[config.mk]
export PLATFORM = sky130hd
export DESIGN_NAME = reg_space_array_flat
export DESIGN_NICKNAME = d
export VERILOG_FILES = /design/src/rtl/reg_space_array_pkg.sv /design/src/rtl/reg_space_array_if.sv /design/src/rtl/reg_space_cell.sv /design/src/rtl/reg_space_array.sv /design/src/flat_wrapper.sv
export SDC_FILE = /design/constraint.sdc
export NUM_CORES = 1
export LEC_CHECK = 0
export CAP_MARGIN = 20
export CORE_MARGIN = 2
export CORE_UTILIZATION = 39
export CTS_CLUSTER_DIAMETER = 150
export DETAILED_ROUTE_END_ITERATION = 6
export PLACE_DENSITY_LB_ADDON = 0.2
export SKIP_CTS_REPAIR_TIMING = 1
export SLEW_MARGIN = 10
export SYNTH_ARGS = -nofsm -noshare
export SYNTH_HDL_FRONTEND = slang
export SYNTH_SLANG_ARGS = --single-unit
[constraint.sdc]
create_clock -name clk -period 5.76 [get_ports clk]
set_input_delay 1.44 -clock clk [delete_from_list [all_inputs] [get_ports clk]]
set_output_delay 1.44 -clock clk [all_outputs]
set_load 0.01 [all_outputs]
[src/rtl/reg_space_array_pkg.sv]
`default_nettype none
// +--------------------------------------------------------------------+
// | reg_space_array_pkg: register modes, read-FSM states, addr decode   |
// | Rev 1.0                                                             |
// +--------------------------------------------------------------------+
package reg_space_array_pkg;

  localparam int unsigned IDX_W = 4;

  typedef enum logic [1:0] {
    MODE_RW  = 2'd0,
    MODE_RO  = 2'd1,
    MODE_W1C = 2'd2
  } reg_mode_e;

  typedef enum logic [0:0] {
    RD_IDLE = 1'b0,
    RD_ACK  = 1'b1
  } rd_state_e;

  typedef struct packed {
    logic             hit;
    logic [IDX_W-1:0] idx;
  } addr_dec_t;

  // Only exact multiples of the stride below the register count are mapped.
  function automatic addr_dec_t decode_addr(input logic [31:0] addr,
                                            input logic [31:0] stride,
                                            input logic [31:0] num_regs);
    addr_dec_t   dec;
    logic [31:0] slot;
    slot    = addr / stride;
    dec.hit = ((addr % stride) == 32'd0) && (slot < num_regs);
    dec.idx = slot[IDX_W-1:0];
    return dec;
  endfunction

endpackage
`default_nettype wire

[src/rtl/reg_space_array_if.sv]
`default_nettype none
// +--------------------------------------------------------------------+
// | reg_space_array_if: software read/write bus of the register array   |
// | Rev 1.0                                                             |
// +--------------------------------------------------------------------+
interface reg_space_array_if #(
  parameter int ADDR_W = 16,
  parameter int DATA_W = 32
);
  logic [ADDR_W-1:0]   rreq_addr;
  logic                rreq_vld;
  logic                rreq_rdy;
  logic [DATA_W-1:0]   rack_data;
  logic                rack_err;
  logic                rack_vld;
  logic                rack_rdy;
  logic [ADDR_W-1:0]   wreq_addr;
  logic [DATA_W-1:0]   wreq_data;
  logic [DATA_W/8-1:0] wreq_strb;
  logic                wreq_vld;
  logic                wreq_rdy;
  logic                wack_err;

  modport master (
    output rreq_addr, rreq_vld, rack_rdy, wreq_addr, wreq_data, wreq_strb, wreq_vld,
    input  rreq_rdy, rack_data, rack_err, rack_vld, wreq_rdy, wack_err
  );

  modport slave (
    input  rreq_addr, rreq_vld, rack_rdy, wreq_addr, wreq_data, wreq_strb, wreq_vld,
    output rreq_rdy, rack_data, rack_err, rack_vld, wreq_rdy, wack_err
  );
endinterface
`default_nettype wire

[src/rtl/reg_space_cell.sv]
`default_nettype none
// +--------------------------------------------------------------------+
// | reg_space_cell: one register with byte-strobe merge and RW/RO/W1C   |
// | Rev 1.0                                                             |
// +--------------------------------------------------------------------+
module reg_space_cell
  import reg_space_array_pkg::*;
#(
  parameter int                DATA_W  = 32,
  parameter reg_mode_e         MODE    = MODE_RW,
  parameter logic [DATA_W-1:0] RST_VAL = '0
) (
  input  logic                clk,
  input  logic                rst,
  input  logic                sw_we,
  input  logic [DATA_W-1:0]   sw_data,
  input  logic [DATA_W/8-1:0] sw_strb,
  input  logic                hw_we,
  input  logic [DATA_W-1:0]   hw_data,
  output logic [DATA_W-1:0]   value,
  output logic                sw_wr_pulse
);

  localparam int NB = DATA_W / 8;

  logic [DATA_W-1:0] value_q, value_d;
  logic              pulse_q, pulse_d;
  logic [DATA_W-1:0] byte_mask;

  always_comb begin
    byte_mask = '0;
    for (int b = 0; b < NB; b++) byte_mask[b*8 +: 8] = {8{sw_strb[b]}};
    value_d = value_q;
    case (MODE)
      MODE_RO: begin
        if (hw_we) value_d = hw_data;
      end
      MODE_W1C: begin
        // Clear first, then set, so a coincident set wins.
        if (sw_we) value_d = value_d & ~(sw_data & byte_mask);
        if (hw_we) value_d = value_d | hw_data;
      end
      default: begin
        if (hw_we) value_d = hw_data;
        if (sw_we) value_d = (value_d & ~byte_mask) | (sw_data & byte_mask);
      end
    endcase
    pulse_d = sw_we && (MODE != MODE_RO);
  end

  always_ff @(posedge clk or posedge rst) begin
    if (rst) begin
      value_q <= RST_VAL;
      pulse_q <= 1'b0;
    end else begin
      value_q <= value_d;
      pulse_q <= pulse_d;
    end
  end

  assign value       = value_q;
  assign sw_wr_pulse = pulse_q;

endmodule
`default_nettype wire

[src/rtl/reg_space_array.sv]
`default_nettype none
// +--------------------------------------------------------------------+
// | reg_space_array: software-mapped register array with HW update path |
// | Rev 1.0                                                             |
// +--------------------------------------------------------------------+
module reg_space_array
  import reg_space_array_pkg::*;
#(
  parameter int                         NUM_REGS    = 4,
  parameter int                         DATA_W      = 32,
  parameter int                         ADDR_W      = 16,
  parameter int                         ADDR_STRIDE = 32,
  parameter logic [2*NUM_REGS-1:0]      REG_MODE    = '0,
  parameter logic [NUM_REGS*DATA_W-1:0] RST_VAL     = '0
) (
  input  logic                         clk,
  input  logic                         rst,
  reg_space_array_if.slave             bus,
  input  logic [NUM_REGS*DATA_W-1:0]   hw_wdat,
  input  logic [NUM_REGS-1:0]          hw_wvld,
  output logic [NUM_REGS*DATA_W-1:0]   reg_q,
  output logic [NUM_REGS-1:0]          sw_wr_pulse
);

  addr_dec_t         rd_dec, wr_dec;
  logic [NUM_REGS-1:0] ro_hit;
  logic [DATA_W-1:0] rd_word;

  rd_state_e         state_q, state_d;
  logic [DATA_W-1:0] rack_data_q, rack_data_d;
  logic              rack_err_q, rack_err_d;
  logic              wack_err_q, wack_err_d;

  assign rd_dec = decode_addr(32'(bus.rreq_addr), 32'(ADDR_STRIDE), 32'(NUM_REGS));
  assign wr_dec = decode_addr(32'(bus.wreq_addr), 32'(ADDR_STRIDE), 32'(NUM_REGS));

  for (genvar i = 0; i < NUM_REGS; i++) begin : g_reg
    localparam reg_mode_e MODE_I = reg_mode_e'(REG_MODE[2*i +: 2]);
    logic sel;
    assign sel       = bus.wreq_vld && wr_dec.hit && (wr_dec.idx == IDX_W'(i));
    assign ro_hit[i] = sel && (MODE_I == MODE_RO);

    reg_space_cell #(
      .DATA_W  (DATA_W),
      .MODE    (MODE_I),
      .RST_VAL (RST_VAL[i*DATA_W +: DATA_W])
    ) u_cell (
      .clk         (clk),
      .rst         (rst),
      .sw_we       (sel),
      .sw_data     (bus.wreq_data),
      .sw_strb     (bus.wreq_strb),
      .hw_we       (hw_wvld[i]),
      .hw_data     (hw_wdat[i*DATA_W +: DATA_W]),
      .value       (reg_q[i*DATA_W +: DATA_W]),
      .sw_wr_pulse (sw_wr_pulse[i])
    );
  end

  // Muxing the current contents yields the pre-write value on a same-cycle write.
  always_comb begin
    rd_word = '0;
    for (int i = 0; i < NUM_REGS; i++) begin
      if (rd_dec.hit && (rd_dec.idx == IDX_W'(i))) rd_word = reg_q[i*DATA_W +: DATA_W];
    end
  end

  always_comb begin
    state_d     = state_q;
    rack_data_d = rack_data_q;
    rack_err_d  = rack_err_q;
    wack_err_d  = bus.wreq_vld && (!wr_dec.hit || (|ro_hit));
    case (state_q)
      RD_IDLE: begin
        if (bus.rreq_vld) begin
          rack_data_d = rd_word;
          rack_err_d  = !rd_dec.hit;
          state_d     = RD_ACK;
        end
      end
      RD_ACK: begin
        if (bus.rack_rdy) state_d = RD_IDLE;
      end
      default: state_d = RD_IDLE;
    endcase
  end

  always_ff @(posedge clk or posedge rst) begin
    if (rst) begin
      state_q     <= RD_IDLE;
      rack_data_q <= '0;
      rack_err_q  <= 1'b0;
      wack_err_q  <= 1'b0;
    end else begin
      state_q     <= state_d;
      rack_data_q <= rack_data_d;
      rack_err_q  <= rack_err_d;
      wack_err_q  <= wack_err_d;
    end
  end

  assign bus.rreq_rdy  = (state_q == RD_IDLE);
  assign bus.rack_vld  = (state_q == RD_ACK);
  assign bus.rack_data = rack_data_q;
  assign bus.rack_err  = rack_err_q;
  assign bus.wreq_rdy  = 1'b1;
  assign bus.wack_err  = wack_err_q;

endmodule
`default_nettype wire

[src/flat_wrapper.sv]
// flat-port wrapper written by rule: the top's interface ports become plain ports
module reg_space_array_flat import reg_space_array_pkg::*;
#(
  parameter int                         NUM_REGS    = 4,
  parameter int                         DATA_W      = 32,
  parameter int                         ADDR_W      = 16,
  parameter int                         ADDR_STRIDE = 32,
  parameter logic [2*NUM_REGS-1:0]      REG_MODE    = '0,
  parameter logic [NUM_REGS*DATA_W-1:0] RST_VAL     = '0
)
  (clk, rst, hw_wdat, hw_wvld, reg_q, sw_wr_pulse, bus_rreq_addr, bus_rreq_vld, bus_rack_rdy, bus_wreq_addr, bus_wreq_data, bus_wreq_strb, bus_wreq_vld, bus_rreq_rdy, bus_rack_data, bus_rack_err, bus_rack_vld, bus_wreq_rdy, bus_wack_err);
  reg_space_array_if #(.ADDR_W(ADDR_W), .DATA_W(DATA_W)) bus_i ();
  input  logic clk;
  input  logic rst;
  input  logic [NUM_REGS*DATA_W-1:0] hw_wdat;
  input  logic [NUM_REGS-1:0] hw_wvld;
  output logic [NUM_REGS*DATA_W-1:0] reg_q;
  output logic [NUM_REGS-1:0] sw_wr_pulse;
  input wire logic [$bits(bus_i.rreq_addr)-1:0] bus_rreq_addr;
  input wire logic [$bits(bus_i.rreq_vld)-1:0] bus_rreq_vld;
  input wire logic [$bits(bus_i.rack_rdy)-1:0] bus_rack_rdy;
  input wire logic [$bits(bus_i.wreq_addr)-1:0] bus_wreq_addr;
  input wire logic [$bits(bus_i.wreq_data)-1:0] bus_wreq_data;
  input wire logic [$bits(bus_i.wreq_strb)-1:0] bus_wreq_strb;
  input wire logic [$bits(bus_i.wreq_vld)-1:0] bus_wreq_vld;
  output wire logic [$bits(bus_i.rreq_rdy)-1:0] bus_rreq_rdy;
  output wire logic [$bits(bus_i.rack_data)-1:0] bus_rack_data;
  output wire logic [$bits(bus_i.rack_err)-1:0] bus_rack_err;
  output wire logic [$bits(bus_i.rack_vld)-1:0] bus_rack_vld;
  output wire logic [$bits(bus_i.wreq_rdy)-1:0] bus_wreq_rdy;
  output wire logic [$bits(bus_i.wack_err)-1:0] bus_wack_err;
  assign bus_i.rreq_addr = bus_rreq_addr;
  assign bus_i.rreq_vld = bus_rreq_vld;
  assign bus_i.rack_rdy = bus_rack_rdy;
  assign bus_i.wreq_addr = bus_wreq_addr;
  assign bus_i.wreq_data = bus_wreq_data;
  assign bus_i.wreq_strb = bus_wreq_strb;
  assign bus_i.wreq_vld = bus_wreq_vld;
  assign bus_rreq_rdy = bus_i.rreq_rdy;
  assign bus_rack_data = bus_i.rack_data;
  assign bus_rack_err = bus_i.rack_err;
  assign bus_rack_vld = bus_i.rack_vld;
  assign bus_wreq_rdy = bus_i.wreq_rdy;
  assign bus_wack_err = bus_i.wack_err;
  reg_space_array #(.NUM_REGS(NUM_REGS), .DATA_W(DATA_W), .ADDR_W(ADDR_W), .ADDR_STRIDE(ADDR_STRIDE), .REG_MODE(REG_MODE), .RST_VAL(RST_VAL)) u_core (.clk(clk), .rst(rst), .bus(bus_i), .hw_wdat(hw_wdat), .hw_wvld(hw_wvld), .reg_q(reg_q), .sw_wr_pulse(sw_wr_pulse));
endmodule
* Yosys cells after proc, flatten, opt, wreduce, memory -nomap -nowiden
Cells that the tools add are included.
** Operators by class
- Eq/ne operators :: 6
- Bitwise operators :: 11
- $lt $le $gt $ge :: 2
- Reductions and logical operators :: 19
- Muxes and demuxes :: 15
** Operators by type and width (count)
- 32-bit two-way mux :: 12
- 32-bit bitwise AND :: 5
- 32-bit OR :: 4
- 32-bit logical NOT :: 2
- 32-bit NOT :: 1
- 11-bit by 3-bit less-than comparator with 1-bit output (second input constant) :: 2
- 4-bit by 2-bit equality test with 1-bit output (second input constant) :: 4
- 1-bit logical AND :: 12
- 4-bit by 1-bit equality test with 1-bit output (second input constant) :: 2
- 4-bit logical NOT :: 2
- 1-bit logical NOT :: 2
- 1-bit two-way mux :: 2
- 1-bit one-hot mux with 2 select lines :: 1
- 2-bit AND reduction :: 1
- 1-bit NOT :: 1
** Word-level totals
- Logic and storage cells :: 65
- Flip-flop bits (word level) :: 167

* Longest topological paths before layout
- Depth in word-level cells :: 7
- Gate-level depth with buffers :: 7

* Cells and area by module
A second synthesis with hierarchy kept.
** Unflattened totals
- Cell total of the unflattened synthesis :: 814
- Area total of the unflattened synthesis :: 8971.1 µm²
** By module, submodules not included
- reg_space_cell :: area each 1684.1 µm², times used 4, cells an instance 150, sequential area each 825.8 µm²
- reg_space_array :: area each 2234.6 µm², times used 1, cells an instance 214, sequential area each 875.8 µm²

* Least setup slack after synthesis
OpenSTA, ideal clock, no wires.
- Path type :: input port to flip-flop
- Start point :: input bus_rreq_addr[13]
- End point :: register u_core.rack_data_q[0], in the netlist u_core.bus.rack_data[0]
- Setup time :: 0.132 ns
- Buffers on the path :: 2
- Stages on the path :: 6
- Arrival :: 2.949 ns
- Setup slack :: 2.679 ns
- Data required time :: 5.628 ns
- Cell sequence :: or4_4 or3_1 buf_2 buf_6 o32ai_2 a21oi_1
** On the way
- Word-level cells in the longest chain between the ends :: 7
- Elaborated cells between the ends (all ways) :: 10
- Classes of those cells :: 1 x order compare; 4 x mux; 5 x reduce/logical
** RTL lines
- from (decl) :: RTL line flat_wrapper.sv:19 : input wire logic [$bits(bus_i.rreq_addr)-1:0] bus_rreq_addr;
- 11-bit by 3-bit less-than comparator with 1-bit output (*) :: RTL line reg_space_array_pkg.sv:33 : dec.hit = ((addr % stride) == 32'd0) && (slot < num_regs);
- 1-bit logical AND (*) :: RTL line reg_space_array_pkg.sv:33
- 1-bit logical AND :: RTL line reg_space_array.sv:64 : if (rd_dec.hit && (rd_dec.idx == IDX_W'(i))) rd_word = reg_q[i*DATA_W +: DATA_W];
- 32-bit two-way mux (3 in series) :: RTL line reg_space_array.sv:64
- 32-bit two-way mux (*) :: RTL line reg_space_array.sv:64
- to (signal assigned) :: RTL line reg_space_array.sv:96 : rack_data_q <= rack_data_d;
- to (decl) :: RTL line reg_space_array.sv:30 : logic [DATA_W-1:0] rack_data_q, rack_data_d;
Every way passes the cells marked *; elsewhere a longest branch is shown, timed or not.
A chain may end at the register's enable or synchronous reset.

* Worst setup path in the final report
- Start point :: input bus_rreq_addr[6]
- End point :: register u_core.rack_data_q[30], in the netlist u_core.bus.rack_data[30]
** On the way
- Word-level cells in the longest chain between the ends :: 7
- Elaborated cells between the ends (all ways) :: 14
- Classes of those cells :: 1 x order compare; 3 x eq/ne; 4 x mux; 6 x reduce/logical
** RTL lines (RTL line)
- 11-bit by 3-bit less-than comparator with 1-bit output :: reg_space_array_pkg.sv:33
- 1-bit logical AND :: reg_space_array_pkg.sv:33
- 1-bit logical AND :: reg_space_array.sv:64
- 32-bit two-way mux (3 in series) :: reg_space_array.sv:64
- 32-bit two-way mux (*) :: reg_space_array.sv:64
Marks and branches as above.

==> reports/metrics.yaml <==
status:
  status: "finished clean"
clocking:
  max-clock-path-buffers: 2
  root_buffer: "clkbuf_16"
  h-tree-depth: 4
  cts_sinks: 167
  cts.clk_slew.worst_paths_ns: 0.07
  cts_tree: "built"
  clock_latency_ns: 0.43
  numCtsBuffers: 17
yosys:
  synth_top_family_by_area: "compound AO/OA/AOI/OAI gates"
  yosys.area.top_type: "dfrtp_1"
  synth_mux_area_share_pct: 14.60
  syn-num-nets: 1040
  ys_ff_latch: 167
  synth_xor_area_share_pct: 0
  yosys_most_used_dff: "dfrtp_1"
  synth_area_um2: 8773
  synth-simple-area-share_pct: 11.89
  yosys_warnings: 0
  synth_adder_area_share_pct: 0
  synth.avg_cell_area_um2: 10.51
  async_flop_share_pct: 100.0
  synth_seq_area_share_pct: 47.63
  synth-compound-area-share_pct: 20.94
  synth_most_common_cell: "dfrtp_1"
  synth_top_area_share_pct: 47.63
  ys_top_cells_by_area: "dfrtp_1 (48%), mux2i_1 (15%), a21oi_1 (9.1%), nor3_1 (7.4%), o32ai_2 (5.6%)"
  synth_cell_types: 33
  synth_cells: 835
  yosys-top-cells-count: "dfrtp_1 (167), a21oi_1 (160), nor3_1 (130)"
  synth_edf_count: 0
routing:
  routed_wl_um: 35520
  vias: 8625
  ant_nets: 0
  drt-initial-drc-count: 699
  drt_pass1_iterations: 5
  drc: 0
  wire_per_inst_um: 24.53
  viasPerCell: 5.956
timing:
  rsz0062_at_grt: "no"
  tightest_slew_ns: 1.137
  fin_skew_ns: 0.007647
  post-route-period-util_pct: 62.70
  min_period_ns: 3.612
  fin_tns_setup_ns: 0
  finalSetupViolCount: 0
  fmax_mhz: 276.9
  max_slew_margin_pct: 24.23
  hold_slack_ns: 0.4859
  drv_slew: 0
  hold_viol_final: 0
cells_and_area:
  final_cell_count_no_fill: 1448
  layout.nets: 1359
  fillers: 1889
  area_delta_synth_final_pct: 50.73
  final_area_um2: 13220
  finalCoreUtilization_pct: 60.22
  drive_gt1_share_pct: 9.940
setup_path:
  start_kind: "primary input"
  arrival_ns: 3.91
  critical_path_class: "primary input to register"
  endpoint_kind: "register"
  worst_ep_required_time_ns: 6.06
  cp_max_fo: 33
power:
  ir_drop_mv: 0.1771
  p_leak_uw: 0.005115
  p_per_area_nw_per_um2: 261.7
global_routing:
  grt_max_degree: 168
  grt_overflow: 0
  grtUsageTotal_pct: 29.30
  grt_pass1_wl_um: 53500
  grt_pass1_vias: 8811
  antenna_found_initial: 1
floorplan:
  core-area_um2: 21960
  initial_core_util_pct: 39.95
  dieArea_um2: 23710
  fp-row-count: 54
  fp.dieW_um: 154.0
  ios: 374
  die_h_um: 154.0
placed_design:
  hpwlAfterDp_um: 23350
  place_inst: 1414
  globalplace.congestion: 0.8105
  dpl_cell_area_um2: 12610
  port-buffer-count: 372
min_path:
  hp-class: "register to register"
flow_run:
  drv_cap: 0
-- per-stage QoR --
stage | setup WS (ns) | total power [µW]
after floorplan | 2.193 | 1767
after global placement | 1.719 | 2315
after detailed placement | 1.668 | 2327
after CTS | 2.101 | 3476
after global routing | 2.106 | 3598
final | 2.148 | 3461
-- final cells by class --
cell class	count	area, µm²	share of cell area [%]
well taps	280	350.3	2.649
multi-input cells	572	4202	31.77
repair buffers	393	3894	29.44
flip-flops and latches	167	4179	31.60
clock inverters	12	145.1	1.098
clock buffers	20	436.7	3.302
inverters	3	15.01	0.1135
diodes	1	2.502	0.01892
-- state kept, by name, summed over array words and instances (netlist names) --
name,flops
u_core.bus.rack_data,32
u_core.g.u_cell.value,128
u_core.bus.wack_err,1
u_core.g.u_cell.sw_wr_pulse,4
u_core.bus.rack_vld,1
u_core.bus.rack_err,1
-- routing by layer --
layer	track usage (%)	share of wire, %	vias up
met4	10.86	2.9	0
met2	47.36	48	493
met3	6.962	8.2	65
met5	0	0	-
met1	38.37	41	4239
li1	-	-	3828
-- logic make-up after synthesis --
| group | after synthesis |
|---|---|
| compound gates | 258 |
| mux | 128 |
| other cells | 1 |
| simple gates | 185 |
| flops | 167 |
| buf+inv | 96 |
-- power breakdown --
| part | total (µW) | internal [µW] | switching [µW] |
|---|---|---|---|
| Sequential | 1440 | 1310 | 132 |
| Combinational | 865 | 506 | 359 |
| Clock | 1150 | 648 | 504 |
| Total | 3460 | 2470 | 994 |
-- worst max-delay path, cell delays in order --
cell	delay, ns
clkdlybuf4s50_1	0.51
and2_2	0.70
or3b_2	0.49
buf_4	0.34
o32ai_1	0.34
a21oi_1	0.07
-- cells in the final DEF, fill, tap and decap left out, types with 2 or more instances in the layout --
cell and instances:
clkdlybuf4s50_1 368, dfrtp_1 167, a21oi_1 160, nor3_1 130, mux2i_1 128, a221oi_1 32
a22oi_1 32, o32ai_2 30, buf_4 19, or2_2 17, clkbuf_16 17, nand3_1 8
clkinvlp_4 5, nor4_1 4, nor4_4 4, buf_2 4, nand4_1 3, nand2_1 3
or4_4 3, clkbuf_1 3, inv_6 3, and2_1 2, o21ai_0 2, o32ai_1 2
clkinv_4 2, bufinv_16 2
-- worst paths after layout --
| path | slack [ns] | startpoint | endpoint | depth (start not counted) |
|---|---|---|---|---|
| setup / recovery | 2.15 | bus_rreq_addr[6] | u_core.bus.rack_data[30]$_DFFE_PP0P_ | 6 |
| setup reg to reg | 3.20 | u_core.bus.rack_vld$_DFF_PP0_ | u_core.bus.rack_data[30]$_DFFE_PP0P_ | 5 |
| hold / removal | 0.49 | u_core.bus.rack_err$_DFFE_PP0P_ | u_core.bus.rack_err$_DFFE_PP0P_ | 2 |
| max in group asynchronous | 3.34 | rst | u_core.g_reg[0].u_cell.value[1]$_DFF_PP0_ | 3 |
| min in group asynchronous | 1.55 | rst | u_core.g_reg[1].u_cell.value[29]$_DFF_PP0_ | 3 |
| hold reg to reg | 0.49 | u_core.bus.rack_err$_DFFE_PP0P_ | u_core.bus.rack_err$_DFFE_PP0P_ | 2 |
Note: power is estimated with default switching activity, not from simulation.
